===== src/rtl/steer_quad_gen.sv =====
// steer_quad_gen: converts joystick left/right into an accelerating two-phase quadrature
// steering signal (Gray-coded phase) for the Sprint 1 core, clocked in the clk_6 domain.
module steer_quad_gen #(
   parameter int DIV_SLOW = 22500,
   parameter int DIV_FAST = 5625,
   parameter int DIV_DEC  = 1125,
   parameter int CW       = $clog2(DIV_SLOW + 1)
) (
   input  logic       CLK,
   input  logic       reset,
   input  logic       left,
   input  logic       right,
   output logic [1:0] steer,
   output logic       moving,
   output logic       step_pulse
);

   generate
      if (DIV_FAST < 1 || DIV_FAST > DIV_SLOW) begin : g_bad_fast
         $error("steer_quad_gen: DIV_FAST must satisfy 1 <= DIV_FAST <= DIV_SLOW");
      end
      if (DIV_DEC < 0 || DIV_DEC >= DIV_SLOW) begin : g_bad_dec
         $error("steer_quad_gen: DIV_DEC must satisfy 0 <= DIV_DEC < DIV_SLOW");
      end
      if (CW < $clog2(DIV_SLOW + 1)) begin : g_bad_cw
         $error("steer_quad_gen: CW too narrow to hold DIV_SLOW");
      end
   endgenerate

   localparam int CW1 = CW + 1;

   localparam logic [CW-1:0] SLOW_C  = CW'(DIV_SLOW);
   localparam logic [CW-1:0] SLOW_M1 = CW'(DIV_SLOW - 1);
   localparam logic [CW-1:0] ONE_C   = CW'(1);
   localparam logic [CW-1:0] ZERO_C  = '0;
   localparam logic [CW-1:0] FAST_C  = CW'(DIV_FAST);
   localparam logic [CW:0]   DEC_W   = CW1'(DIV_DEC);
   localparam logic [CW:0]   FAST_W  = CW1'(DIV_FAST);

   typedef enum logic [1:0] {
      IDLE  = 2'd0,
      RUN_R = 2'd1,
      RUN_L = 2'd2
   } state_t;

   typedef enum logic [1:0] {
      DIR_NONE = 2'd0,
      DIR_R    = 2'd1,
      DIR_L    = 2'd2
   } dir_t;

   logic          l_meta_q, l_s_q;
   logic          r_meta_q, r_s_q;
   dir_t          dir_req;
   dir_t          cur_dir;

   state_t        state_q, state_d;
   logic [1:0]    phase_q, phase_d;
   logic [1:0]    steer_q, steer_d;
   logic          moving_q, moving_d;
   logic          step_q, step_d;
   logic [CW-1:0] cnt_q, cnt_d;
   logic [CW-1:0] period_q, period_d;

   logic [CW:0]   diff;
   logic [CW-1:0] nxt;
   logic          start;

   // Two-flop synchronizers for the asynchronous joystick bits.
   always_ff @(posedge CLK) begin
      if (reset) begin
         l_meta_q <= 1'b0;
         l_s_q    <= 1'b0;
         r_meta_q <= 1'b0;
         r_s_q    <= 1'b0;
      end else begin
         l_meta_q <= left;
         l_s_q    <= l_meta_q;
         r_meta_q <= right;
         r_s_q    <= r_meta_q;
      end
   end

   always_comb begin
      dir_req = DIR_NONE;
      if (r_s_q && !l_s_q) begin
         dir_req = DIR_R;
      end else if (l_s_q && !r_s_q) begin
         dir_req = DIR_L;
      end
   end

   // Next interval, widened by one bit so period - DIV_DEC shows up negative instead of wrapping.
   always_comb begin
      diff = {1'b0, period_q} - DEC_W;
      if (diff[CW] || (diff < FAST_W)) begin
         nxt = FAST_C;
      end else begin
         nxt = diff[CW-1:0];
      end
   end

   always_comb begin
      cur_dir = DIR_NONE;
      if (state_q == RUN_R) begin
         cur_dir = DIR_R;
      end else if (state_q == RUN_L) begin
         cur_dir = DIR_L;
      end
   end

   always_comb begin
      state_d  = state_q;
      cnt_d    = cnt_q;
      period_d = period_q;
      step_d   = 1'b0;
      start    = 1'b0;

      case (state_q)
         IDLE: begin
            if (dir_req != DIR_NONE) begin
               start = 1'b1;
            end
         end
         RUN_R, RUN_L: begin
            if (dir_req == DIR_NONE) begin
               state_d  = IDLE;
               cnt_d    = ZERO_C;
               period_d = SLOW_C;
            end else if (dir_req != cur_dir) begin
               // Reversal restarts the ramp; it wins over a step due on this same edge.
               start = 1'b1;
            end else if (cnt_q == ZERO_C) begin
               step_d   = 1'b1;
               cnt_d    = nxt - ONE_C;
               period_d = nxt;
            end else begin
               cnt_d = cnt_q - ONE_C;
            end
         end
         default: begin
            state_d  = IDLE;
            cnt_d    = ZERO_C;
            period_d = SLOW_C;
         end
      endcase

      if (start) begin
         state_d  = (dir_req == DIR_R) ? RUN_R : RUN_L;
         step_d   = 1'b1;
         cnt_d    = SLOW_M1;
         period_d = SLOW_C;
      end
   end

   always_comb begin
      phase_d = phase_q;
      if (step_d) begin
         if (state_d == RUN_R) begin
            phase_d = phase_q + 2'd1;
         end else begin
            phase_d = phase_q - 2'd1;
         end
      end

      steer_d = 2'b00;
      case (phase_d)
         2'd0:    steer_d = 2'b00;
         2'd1:    steer_d = 2'b01;
         2'd2:    steer_d = 2'b11;
         default: steer_d = 2'b10;
      endcase

      moving_d = (state_d != IDLE);
   end

   always_ff @(posedge CLK) begin
      if (reset) begin
         state_q  <= IDLE;
         phase_q  <= 2'd0;
         steer_q  <= 2'b00;
         moving_q <= 1'b0;
         step_q   <= 1'b0;
         cnt_q    <= ZERO_C;
         period_q <= SLOW_C;
      end else begin
         state_q  <= state_d;
         phase_q  <= phase_d;
         steer_q  <= steer_d;
         moving_q <= moving_d;
         step_q   <= step_d;
         cnt_q    <= cnt_d;
         period_q <= period_d;
      end
   end

   assign steer      = steer_q;
   assign moving     = moving_q;
   assign step_pulse = step_q;

endmodule


===== config.mk =====
export PLATFORM = sky130hd
export DESIGN_NAME = steer_quad_gen
export DESIGN_NICKNAME = d
export VERILOG_FILES = /design/src/rtl/steer_quad_gen.sv
export SDC_FILE = /design/constraint.sdc
export NUM_CORES = 1
export LEC_CHECK = 0
export CAP_MARGIN = 20
export CORE_UTILIZATION = 35
export DETAILED_ROUTE_END_ITERATION = 12
export GPL_ROUTABILITY_DRIVEN = 0
export PLACE_DENSITY = 0.52
export SYNTH_ARGS = -nofsm -noshare
export SYNTH_HDL_FRONTEND = slang
export SYNTH_SLANG_ARGS = --single-unit

===== constraint.sdc =====
create_clock -name CLK -period 8.86 [get_ports CLK]
set_clock_uncertainty 0.2 [all_clocks]
set_input_delay 2.215 -clock CLK [delete_from_list [all_inputs] [get_ports CLK]]
set_output_delay 2.215 -clock CLK [all_outputs]
set_load 0.005 [all_outputs]

* Word-level counts from Yosys, hierarchy flattened
Cells that the tools add are included.
** Storage, ports and cells
- Word-level logic and storage cells :: 76
- Bits in registers :: 42
** Operators by class
- Bitwise operators :: 1
- $add $sub $neg :: 5
- Mux-type cells :: 30
- $lt $le $gt $ge :: 1
- Reductions and logical operators :: 16
- Equality and inequality tests :: 11
** Operators with widths (count)
- 15-bit 2-to-1 mux :: 8
- 15-bit one-hot mux with 2 select lines :: 2
- 15-bit by 1-bit subtractor with 15-bit output (second input constant) :: 2
- 2-bit 2-to-1 mux :: 9
- 16-bit by 13-bit less-than comparator with 1-bit output (second input constant) :: 1
- 15-bit by 11-bit subtractor with 16-bit output (second input constant) :: 1
- 15-bit zero test :: 1
- 2-bit by 1-bit == test with 1-bit output (second input constant) :: 4
- 1-bit 2-to-1 mux :: 8
- 2-bit zero test :: 3
- 3-bit != test (second input constant) :: 2
- 2-bit one-hot mux with 3 select lines :: 1
- 2-bit == test (second input constant) :: 2
- 4-bit != test (second input constant) :: 1
- 2-bit one-hot mux with 2 select lines :: 1
- 2-bit AND reduction :: 2
- 2-bit nonzero test :: 2
- 2-bit OR reduction :: 2
- 3-bit AND reduction :: 1
- 2-bit by 1-bit adder with 2-bit output (second input constant) :: 1
- 1-bit logical AND :: 2
- 1-bit zero test :: 2
- 2-bit != test :: 1
- 2-bit != test (second input constant) :: 1
- 4 further kinds :: 4

* Depth between registers and ports, before layout
- Depth in word-level cells :: 14
- Depth in mapped cells :: 20
- Gate-level depth less buffers :: 17

* Least setup slack after synthesis
No wires, ideal clock.
- Path type :: register to register
- From :: reg period_q[0]
- To :: reg cnt_q[12]
- Cell stages (with the launch flop) :: 21
- Arrival :: 3.915 ns
- Clock period less this slack :: 4.242 ns
- Setup slack :: 4.618 ns
- Path buffers :: 3
- Cell sequence :: dfxtp_1 -> buf_2 -> inv_1 -> ha_1 -> buf_2 -> nand2b_1 -> a21oi_1 -> nor4_1 -> xnor2_1 -> nand4b_4 -> buf_2 -> and2_1 -> nand2_1 -> a21oi_1 -> ha_1 -> nand2b_1 -> nor4_1 -> a31oi_1 -> nor4_2 -> nor4_1 -> or3_1
** Between the ends
- Word-level cells in the longest chain between the ends :: 10
** RTL lines
- start, declared :: RTL line 63 : logic [CW-1:0] period_q, period_d;
- start signal, assigned :: RTL line 193 : period_q <= period_d;
- 15-bit by 11-bit subtractor with 16-bit output (*) :: RTL line 95 : diff = {1'b0, period_q} - DEC_W;
- 16-bit by 13-bit less-than comparator with 1-bit output :: RTL line 96 : if (diff[CW] || (diff < FAST_W)) begin
- 1-bit logical OR :: RTL line 96
- 15-bit 2-to-1 mux (*) :: RTL line 96
- 15-bit by 1-bit subtractor with 15-bit output (*) :: RTL line 135 : cnt_d = nxt - ONE_C;
- 15-bit 2-to-1 mux (*) :: RTL line 133 : end else if (cnt_q == ZERO_C) begin
- 15-bit 2-to-1 mux (*) :: RTL line 130 : end else if (dir_req != cur_dir) begin
- 15-bit 2-to-1 mux (*) :: RTL line 126 : if (dir_req == DIR_NONE) begin
- 15-bit one-hot mux with 2 select lines (*) :: RTL line 119 : case (state_q)
- 15-bit 2-to-1 mux (*) :: RTL line 148 : if (start) begin
- end signal, assigned :: RTL line 192 : cnt_q <= cnt_d;
- end, declared :: RTL line 62 : logic [CW-1:0] cnt_q, cnt_d;
Mark *: on every way between the ends. The rest lies on a longest branch, timed or not. The select of a mux whose other input is x is not followed.
A chain may end at the register's enable or synchronous reset.

* Worst setup path in the final report
Same ends and word-level chain as after synthesis.

==> impl_metrics.env <==
export IMPL_status="completed"
export IMPL_io_buffers=7
export IMPL_min_period_over_period_pct=58.6
export IMPL_syn_inst=427
export IMPL_cts_num_sinks=42
export IMPL_routed_via_count=3272
export IMPL_worst_setup_path_start_kind="flop"
export IMPL_cp_max_fo=16
export IMPL_cap_violations=0
export IMPL_synth_area_top_cells="dfxtp_1 (26%), nor2_1 (7.2%), ha_1 (4.3%), a21oi_1 (4.1%), o21ai_0 (3.4%)"
export IMPL_post_cts_resized=0
export IMPL_slew_headroom_pct=26.9
export IMPL_async_flop_share_pct=0
export IMPL_area_delta_synth_final_pct=6.12
export IMPL_hold_class="reg2reg"
export IMPL_clockBufferDepth=2
export IMPL_io_pins=8
export IMPL_critPathKind="reg2reg"
export IMPL_rows=34
export IMPL_rsz0062_at_grt="false"
export IMPL_ant_nets=0
export IMPL_antenna_cells=0
export IMPL_setup_viol=0
export IMPL_drt_iter0_drc=210
export IMPL_grt_start_max_net_pins=23
export IMPL_grt_overflow=0
export IMPL_cts_tree="built"
export IMPL_synth_top_cells_by_count="nor2_1 (62), dfxtp_1 (42), a21oi_1 (26), nand2_1 (26), o21ai_0 (22)"
export IMPL_leakage_nw=1.19
export IMPL_die_h_um=97.8
export IMPL_core_area_um2=8810
export IMPL_yosysMostFrequentCell="nor2_1"
export IMPL_finalWirelength_um=9800
export IMPL_yosysWarnings=0
export IMPL_worst_pin_slew_ps=1090
export IMPL_synth_avg_cell_area_um2=7.52
export IMPL_synth_edff_count=0
export IMPL_fillers=915
export IMPL_grt_pass1_wl_um=16000
export IMPL_ys_seq_area_share_pct=26.2
export IMPL_postCtsSetupBuffers=0
export IMPL_required_ps=8860
export IMPL_syn_area_um2=3210
export IMPL_synth_top_area_share_pct=26.2
export IMPL_register_area_um2=841
export IMPL_cp_end_kind="flop"
export IMPL_slew_violations=0
export IMPL_layout_nets=432
export IMPL_htreeDepth=2
export IMPL_fin_crit_ps=5200
export IMPL_dominantRegCellSynth="dfxtp_1"
export IMPL_grt_use_total_pct=21.0
export IMPL_drtPass1Iterations=5
export IMPL_powerDensity_nw_per_um2=162
export IMPL_ir_drop_uv=87.9
export IMPL_r2r_slack_ps=3660
export IMPL_fmax_mhz=192
export IMPL_start_util_pct=36.5
export IMPL_crit_arrival_ps=5190
export IMPL_yosysTopAreaCell="dfxtp_1"
export IMPL_viasPerCell=6.22
export IMPL_finalSetupTns_ps=0
export IMPL_yosys_cell_types_count=66
export IMPL_wl_per_cell_um=18.6
export IMPL_clock_latency_ps=310
export IMPL_post_place_ws_ps=3790
export IMPL_drc=0
export IMPL_first_global_vias=3083
export IMPL_cts_root_buffer="clkbuf_8"
export IMPL_drive_above_1_share_pct=7.18
export IMPL_holdBufCountCts=0
export IMPL_hold_violations=0
export IMPL_synth_seq_cells=42
export IMPL_clkTransAtPathRegs_ps=100
export IMPL_die_w_um=97.8
export IMPL_synthesis_nets=442
export IMPL_place_detailed_hpwl_um=7200
export IMPL_multiInputGateArea_um2=2230
export IMPL_setup_slack_ps=3660
export IMPL_grt_antenna_before_repair=0
export IMPL_cts_made_buffers=5
export IMPL_die_area_um2=9560
==> cell families after synthesis <==
group           count (synthesis)  share of synthesized area [%]
fa+ha+maj                      11                           4.29
flops                          42                           26.2
compound gates                121                           26.2
simple gates                  196                           32.4
xor+xnor                       19                           5.18
buf+inv                        34                           4.48
mux                             4                           1.25
==> through the flow <==
step                util (%)  area (um2)  hold slack, ps  std cells  total power, W
floorplan                  -        3210             214        427        0.000363
global placement        37.6        3310             219        518        0.000415
finish                  38.7        3410             244        526        0.000550
global route            38.7        3410             265        526        0.000583
CTS                     38.7        3410             253        526        0.000552
detailed placement      37.6        3310             228        518        0.000413
==> final cells by class <==
class | instances | area share, %
clock buffer | 5 | 2.02
timing repair buffer | 8 | 2.28
tap | 108 | 3.97
multi-input combinational | 351 | 65.3
inverter | 9 | 0.992
sequential | 42 | 24.7
clock inverter | 3 | 0.734
==> worst max-delay path, cell delays in order, from the launching register on <==
cell and delay, ps:
dfxtp_1 520, inv_1 80, ha_1 320, nand2b_1 250, a21oi_1 370, nor4_1 110, xnor2_1 360, nand4b_4 330
and2_1 550, nand2_1 120, a21oi_1 220, ha_1 220, nand2b_1 110, nor4_1 180, a31oi_1 230, nor4_2 440
nor4_1 80, or3_1 370
==> state kept, by name, summed over array words and instances (netlist names) <==
signal,count
r_s_q,1
state_q,2
period_q,15
moving,1
r_meta_q,1
cnt_q,15
phase_q,2
l_meta_q,1
l_s_q,1
steer,2
step_pulse,1
==> layout by cell type, fill, tap and decap left out, types with 12 or more instances in the layout <==
cell type / count
nor2_1: 62
nor3_1: 15
nor4_1: 12
dfxtp_1: 42
xnor2_1: 12
o21ai_0: 22
a21oi_1: 26
nand2_1: 26
==> report_power, final <==
part	internal, W	switching [W]	total, W
Combinational	0.0000724	0.000122	0.000194
Clock	0.0000571	0.0000798	0.000137
Sequential	0.000203	0.0000158	0.000219
Total	0.000333	0.000218	0.000550
==> final timing paths <==
path,startpoint,end,cells past startpoint
worst max-delay path,period_q[0],cnt_q[12],17
worst min-delay path,r_meta_q,r_s_q,1
worst max register to register,period_q[0],cnt_q[12],17
worst min register to register,r_meta_q,r_s_q,1
==> routing by layer <==
| metal | global-route usage [%] | share of wire, % | routed length [um] |
|---|---|---|---|
| met4 | 10.7 | 4.2 | 416 |
| met5 | 0 | 0 | 0 |
| met1 | 27.7 | 46 | 4510 |
| met2 | 33.0 | 44 | 4330 |
| met3 | 3.79 | 5.5 | 544 |
(Power assumes the default switching activity.)
